[config.mk]
export PLATFORM = sky130hd
export DESIGN_NAME = pipeline_hazard_ctrl
export DESIGN_NICKNAME = d
export VERILOG_FILES = /design/src/rtl/pipeline_hazard_ctrl.sv
export SDC_FILE = /design/constraint.sdc
export NUM_CORES = 1
export LEC_CHECK = 0
export CELL_PAD_IN_SITES_DETAIL_PLACEMENT = 2
export CELL_PAD_IN_SITES_GLOBAL_PLACEMENT = 2
export CORE_MARGIN = 2
export CORE_UTILIZATION = 29
export CTS_CLUSTER_DIAMETER = 120
export DETAILED_ROUTE_END_ITERATION = 16
export GPL_TIMING_DRIVEN = 0
export PLACE_DENSITY = 0.76
export SLEW_MARGIN = 20
export SYNTH_ARGS = -nofsm -noshare
export SYNTH_HDL_FRONTEND = slang
export SYNTH_SLANG_ARGS = --single-unit
[constraint.sdc]
create_clock -name clk -period 3.3 [get_ports clk]
set_input_delay 0.66 -clock clk [delete_from_list [all_inputs] [get_ports clk]]
set_output_delay 0.66 -clock clk [all_outputs]
set_load 0.02 [all_outputs]
[src/rtl/pipeline_hazard_ctrl.sv]
// ---------------------------------------------------------------------------
// pipeline_hazard_ctrl
//
// Sequencing controller for the 5-stage core (IF, ID, EX, MEM, WB).
// Tracks the destination registers of the instructions sitting in EX, MEM
// and WB in a three-slot scoreboard. From the scoreboard and the ID decode
// it produces the stage enables, bubble/flush controls, operand-forwarding
// selects, a freeze while data memory is waiting, and a saturating count of
// cycles in which the PC did not advance.
//
// Build option:
//   PIPE_HAZARD_FWD_EN  defined   -> forwarding from EX/MEM/WB. The only stall
//                                    is a 1-cycle load-use stall.
//                       undefined -> full interlock. ID waits until no slot
//                                    writes one of its sources. The forwarding
//                                    selects are held at 0.
//
// Ports:
//   clk, reset         core clock; synchronous active-high reset
//   id_valid           ID holds a real instruction
//   id_rs1_addr/_re    ID source 1 address / read enable
//   id_rs2_addr/_re    ID source 2 address / read enable
//   id_rd_addr/_we     ID destination address / write enable
//   id_is_load         ID instruction is a load (result late, from MEM)
//   id_is_mem          ID instruction accesses data memory
//   id_br              ID branch taken
//   mem_ready          data memory completes its access this cycle
//   pc_en              PC update enable
//   if_id_en           IF/ID register enable
//   flush_if_id        IF/ID register loads a NOP
//   id_ex_bubble       ID/EX register loads a NOP
//   pipe_en            ID/EX, EX/MEM, MEM/WB register enable
//   fwd_sel_rs1/_rs2   0 regfile, 1 EX result, 2 MEM result/load data, 3 WB
//   state              0 RUN, 1 HAZ_STALL, 2 MEM_WAIT (previous-cycle view)
//   stall_cycles       saturating count of cycles with pc_en=0
// ---------------------------------------------------------------------------
module pipeline_hazard_ctrl #(
    parameter int CNT_W = 16
) (
    input  logic             clk,
    input  logic             reset,
    input  logic             id_valid,
    input  logic [4:0]       id_rs1_addr,
    input  logic [4:0]       id_rs2_addr,
    input  logic             id_rs1_re,
    input  logic             id_rs2_re,
    input  logic [4:0]       id_rd_addr,
    input  logic             id_rd_we,
    input  logic             id_is_load,
    input  logic             id_is_mem,
    input  logic             id_br,
    input  logic             mem_ready,
    output logic             pc_en,
    output logic             if_id_en,
    output logic             flush_if_id,
    output logic             id_ex_bubble,
    output logic             pipe_en,
    output logic [1:0]       fwd_sel_rs1,
    output logic [1:0]       fwd_sel_rs2,
    output logic [1:0]       state,
    output logic [CNT_W-1:0] stall_cycles
);

    typedef struct packed {
        logic       v;
        logic       we;
        logic [4:0] rd;
        logic       ld;
        logic       mem;
    } slot_t;

    typedef enum logic [1:0] {
        RUN       = 2'd0,
        HAZ_STALL = 2'd1,
        MEM_WAIT  = 2'd2
    } state_t;

    localparam logic [CNT_W-1:0] CNT_ONE = 1;
    localparam logic [CNT_W-1:0] CNT_MAX = '1;

    slot_t  ex_q, mem_q, wb_q;
    slot_t  issue;
    state_t state_q, state_d;

    logic ex_rs1, ex_rs2, mem_rs1, mem_rs2, wb_rs1, wb_rs2;
    logic freeze;
    logic haz_raw;
    logic haz;
    logic [1:0] fwd1_raw, fwd2_raw;

    // Slot writes a register that ID actually reads. x0 never creates a
    // dependence because it is hard-wired to zero.
    function automatic logic slot_match(input slot_t s, input logic [4:0] src,
                                        input logic re);
        return s.v && s.we && (s.rd != 5'd0) && (s.rd == src) && re;
    endfunction

    assign ex_rs1  = slot_match(ex_q,  id_rs1_addr, id_rs1_re);
    assign ex_rs2  = slot_match(ex_q,  id_rs2_addr, id_rs2_re);
    assign mem_rs1 = slot_match(mem_q, id_rs1_addr, id_rs1_re);
    assign mem_rs2 = slot_match(mem_q, id_rs2_addr, id_rs2_re);
    assign wb_rs1  = slot_match(wb_q,  id_rs1_addr, id_rs1_re);
    assign wb_rs2  = slot_match(wb_q,  id_rs2_addr, id_rs2_re);

    assign freeze = mem_q.v & mem_q.mem & ~mem_ready;

`ifdef PIPE_HAZARD_FWD_EN
    // A load in EX has no data yet, so it forces a stall instead of a
    // forward; the dependent instruction picks the value from MEM next cycle.
    assign haz_raw = (ex_rs1 | ex_rs2) & ex_q.ld;

    // Youngest producer wins.
    always_comb begin
        fwd1_raw = 2'd0;
        if (ex_rs1) begin
            fwd1_raw = ex_q.ld ? 2'd0 : 2'd1;
        end else if (mem_rs1) begin
            fwd1_raw = 2'd2;
        end else if (wb_rs1) begin
            fwd1_raw = 2'd3;
        end
    end

    always_comb begin
        fwd2_raw = 2'd0;
        if (ex_rs2) begin
            fwd2_raw = ex_q.ld ? 2'd0 : 2'd1;
        end else if (mem_rs2) begin
            fwd2_raw = 2'd2;
        end else if (wb_rs2) begin
            fwd2_raw = 2'd3;
        end
    end
`else
    assign haz_raw  = ex_rs1 | ex_rs2 | mem_rs1 | mem_rs2 | wb_rs1 | wb_rs2;
    assign fwd1_raw = 2'd0;
    assign fwd2_raw = 2'd0;
`endif

    assign haz = haz_raw & id_valid;

    assign issue = '{v:   id_valid,
                     we:  id_rd_we,
                     rd:  id_rd_addr,
                     ld:  id_is_load,
                     mem: id_is_mem};

    // Scoreboard follows the pipeline registers: hold on freeze, shift a
    // bubble into EX on a hazard, otherwise shift the ID instruction in.
    always_ff @(posedge clk) begin
        if (reset) begin
            ex_q  <= '0;
            mem_q <= '0;
            wb_q  <= '0;
        end else if (!freeze) begin
            wb_q  <= mem_q;
            mem_q <= ex_q;
            ex_q  <= haz ? slot_t'('0) : issue;
        end
    end

    always_ff @(posedge clk) begin
        if (reset) begin
            state_q <= RUN;
        end else begin
            state_q <= state_d;
        end
    end

    // Controls depend on the current conditions only; the state register is
    // a record of what the previous cycle did.
    always_comb begin
        pc_en        = 1'b0;
        if_id_en     = 1'b0;
        pipe_en      = 1'b0;
        id_ex_bubble = 1'b0;
        flush_if_id  = 1'b0;
        fwd_sel_rs1  = 2'd0;
        fwd_sel_rs2  = 2'd0;
        state_d      = state_q;

        if (!reset) begin
            fwd_sel_rs1 = fwd1_raw;
            fwd_sel_rs2 = fwd2_raw;
            if (freeze) begin
                // Whole pipe holds; a pending hazard or branch stays in ID
                // and is looked at again once memory answers.
            end else if (haz) begin
                pipe_en      = 1'b1;
                id_ex_bubble = 1'b1;
            end else begin
                pc_en       = 1'b1;
                if_id_en    = 1'b1;
                pipe_en     = 1'b1;
                flush_if_id = id_br & id_valid;
            end
        end

        case (state_q)
            RUN: begin
                if (freeze)   state_d = MEM_WAIT;
                else if (haz) state_d = HAZ_STALL;
                else          state_d = RUN;
            end
            HAZ_STALL: begin
                if (freeze)   state_d = MEM_WAIT;
                else if (haz) state_d = HAZ_STALL;
                else          state_d = RUN;
            end
            MEM_WAIT: begin
                if (!freeze) state_d = haz ? HAZ_STALL : RUN;
            end
            default: state_d = RUN;
        endcase
    end

    always_ff @(posedge clk) begin
        if (reset) begin
            stall_cycles <= '0;
        end else if (!pc_en && (stall_cycles != CNT_MAX)) begin
            stall_cycles <= stall_cycles + CNT_ONE;
        end
    end

    assign state = state_q;

    // WB only needs rd/we for dependence checks; its kind bits ride along.
    logic unused_wb_bits;
    assign unused_wb_bits = ^{wb_q.ld, wb_q.mem};

endmodule
==> metrics.yaml <==
cts:
  cts_buffers: 5
  cts_sinks: 41
  cts_tree: "built"
  clockBufferDepth: 2
  clk_latency_ns: 0.30
  ctsHoldBuffers: 0
  cts_root_buf: "clkbuf_8"
  htreeDepth: 2
  clk_pin_slew_worst_paths_ns: 0.08
timing:
  min_period_ns: 3.22
  hold_ws_ns: 0.474
  worstMarginPinSlew_ns: 1.02
  maxSlewViolCount: 0
  max_freq_mhz: 311
  finalSetupViolCount: 0
  fin_crit_sh_pct: 97.5
  slew_headroom_pct: 31.7
  finalHoldViolCount: 0
  clock_skew_ns: 0.00606
  finalWorstSetupSlack_ns: 0.0830
  rsz0062_at_grt: "true"
  finalSetupTns_ns: 0
synthesis:
  synth_edf_count: 0
  ys.warnings.count: 0
  avgSynthCellArea_um2: 9.05
  netlist.area_leader.share_pct: 38.7
  synth_area_leaders: "dfxtp_1 (39%), a22o_1 (7.4%), xor2_1 (7.4%)"
  ys_async_sr_fraction_pct: 0
  ys_ff_latch: 41
  yosys.area.top_type: "dfxtp_1"
  synth_seq_area_share_pct: 38.7
  synth_ff_type: "dfxtp_1"
  syn_inst: 234
  synth_cell_types: 37
  synth_area_um2: 2120
power_and_ir_drop:
  p_total_mw: 1.10
  leakage_nw: 1.11
  vdd_drop_max_mv: 0.188
  power_density_nw_per_um2: 383
worst_setup_path:
  worstReg2RegEnd: "stall_cycles[3]$_SDFFE_PP0P_"
  cp.required_ns: 2.64
  path_cells: "dlygate4sd2_1, xor2_1, nor4_1, nand4_1, a31oi_2, a311oi_4, buf_6, buf_6, buf_4, buf_2"
  crit_path_max_fanout: 11
  crit_path_max_incr_delay_ns: 0.30
  cp-start-kind: "input port"
  cp-startpoint: "id_rs1_addr[3]"
  cp_common_cell: "buf_6"
  arrival_ns: 2.56
  r2r-start: "mem_q[5]$_SDFFE_PP0N_"
  reg2reg_slack_ns: 0.66
  crit_type: "input port to primary output"
  r2r.worst_path.cells: 9
  crit_path_top_delay_cell: "a31oi_2"
  cp-end-kind: "primary output"
route:
  ant_nets: 0
  drt_iter0_markers: 54
  drc: 0
  viasPerCell: 5.05
  wirelength_mm: 6.49
  drt-pass1-iter-count: 3
  avgRoutedWirePerCell_um: 16.5
  via_count: 1979
global_routing:
  antenna_found_initial: 0
  grt_pass1_wl_mm: 10.6
  grt_max_degree: 13
  grt-ovfl-total: 0
  grtUsageTotal_pct: 17.3
  first_global_vias: 2123
run:
  cap_violations: 0
worst_hold_path:
  min_path_cells: 2
  hold_path_startpoint: "wb_q[8]$_SDFFE_PP0N_"
  whs_endpoint: "wb_q[8]$_SDFFE_PP0N_"
  hp-class: "flop to flop"
status:
  status: "completed"
placement:
  dp_slack_ns: -0.713
  port_buffers: 46
  dp_hpwl_mm: 4.95
  place_congestion: 0.859
final_layout:
  final_core_util_pct: 39.9
  drive_gt1_share_pct: 9.22
  finalNetCount: 318
  final_cell_mix: "dfxtp_1 (39), clkdlybuf4s50_1 (31), xor2_1 (18), a22o_1 (18), nor2_1 (15)"
  area_delta_synth_final_pct: 35.0
  final_common_cell: "dfxtp_1"
  n_antenna_cell: 0
floorplan:
  row_count: 31
  io_pins: 52
  core_um2: 7180
  fp.dieArea_um2: 8000
  die_h_um: 89.5
  die_w_um: 89.5
  start_util_pct: 29.5
==> registers in the layout, summed over array words and instances (netlist names) <==
register	flops
stall_cycles	16
wb_q	7
ex_q	8
mem_q	8
state	2
==> power by group <==
group	switching, mW	leakage, nW	internal, mW
Combinational	0.0693	0.719	0.0716
Clock	0.178	0.0585	0.247
Sequential	0.0211	0.335	0.509
Total	0.269	1.11	0.828
==> worst max-delay path by stage <==
stage	end	slack (ns)
after global placement	pc_en	-0.69
final	pc_en	0.08
after global routing	pc_en	-0.03
after floorplan	pc_en	0.63
after detailed placement	pc_en	-0.71
after CTS	pc_en	-0.06
==> critical path: cells and delay by family <==
family,cells,cell delay [ns]
simple gates,2,0.50
compound gates,2,0.37
xor+xnor,1,0.16
buf+inv,5,0.86
==> metrics by stage <==
stage | area [um2] | cells
after floorplan | 2130 | 237
after global placement | 2710 | 382
after detailed placement | 2710 | 382
after CTS | 2850 | 392
after global routing | 2860 | 392
final | 2860 | 392
==> layer usage <==
| metal | track usage (%) | routed length (um) |
|---|---|---|
| met1 | 23.6 | 3100 |
| met2 | 28.4 | 3120 |
| met3 | 3.05 | 179 |
| met4 | 4.61 | 79 |
| met5 | 0 | 0 |
==> final cells by class <==
| cell class | count | area (um2) |
|---|---|---|
| Timing Repair Buffer | 48 | 457 |
| Buffer | 13 | 93.8 |
| Tap cell | 99 | 124 |
| Fill cell | 805 | 4320 |
| Sequential cell | 41 | 823 |
| Inverter | 8 | 30.0 |
| Clock buffer | 7 | 86.3 |
| Clock inverter | 1 | 30.0 |
| Multi-Input combinational cell | 175 | 1220 |
==> synth_stat cells, types with 3 or more instances <==
master and n:
nor2_1 15, o31ai_1 4, inv_1 8, buf_6 3, mux2_1 7, buf_4 5, nand3_1 8, nand4_1 6
xnor2_1 12, nand2b_1 4, or4_1 5, clkbuf_1 5, nor2b_1 7, a22o_1 18, nand2_1 13, dfxtp_1 41
o21ai_0 8, xor2_1 18, a21oi_1 9, nor4_1 6, or3_1 7, nor3_1 6
==> kinds of logic after synthesis <==
logic type / count (synthesis) / synth area share, %
fa+ha+maj: 1 / 0.591
flops: 41 / 38.7
other cells: 1 / 0.177
buf+inv: 21 / 5.67
mux: 8 / 4.19
simple gates: 85 / 22.1
compound gates: 47 / 16.1
xor+xnor: 30 / 12.4
==> timing repair <==
item,4_1_cts,5_1_grt
setup buffers,2,0
resized for setup,18,11
endpoints found under the setup margin,5,4
cloned,0,0
pin swaps,3,2
Power figures use the tool's default switching activity.
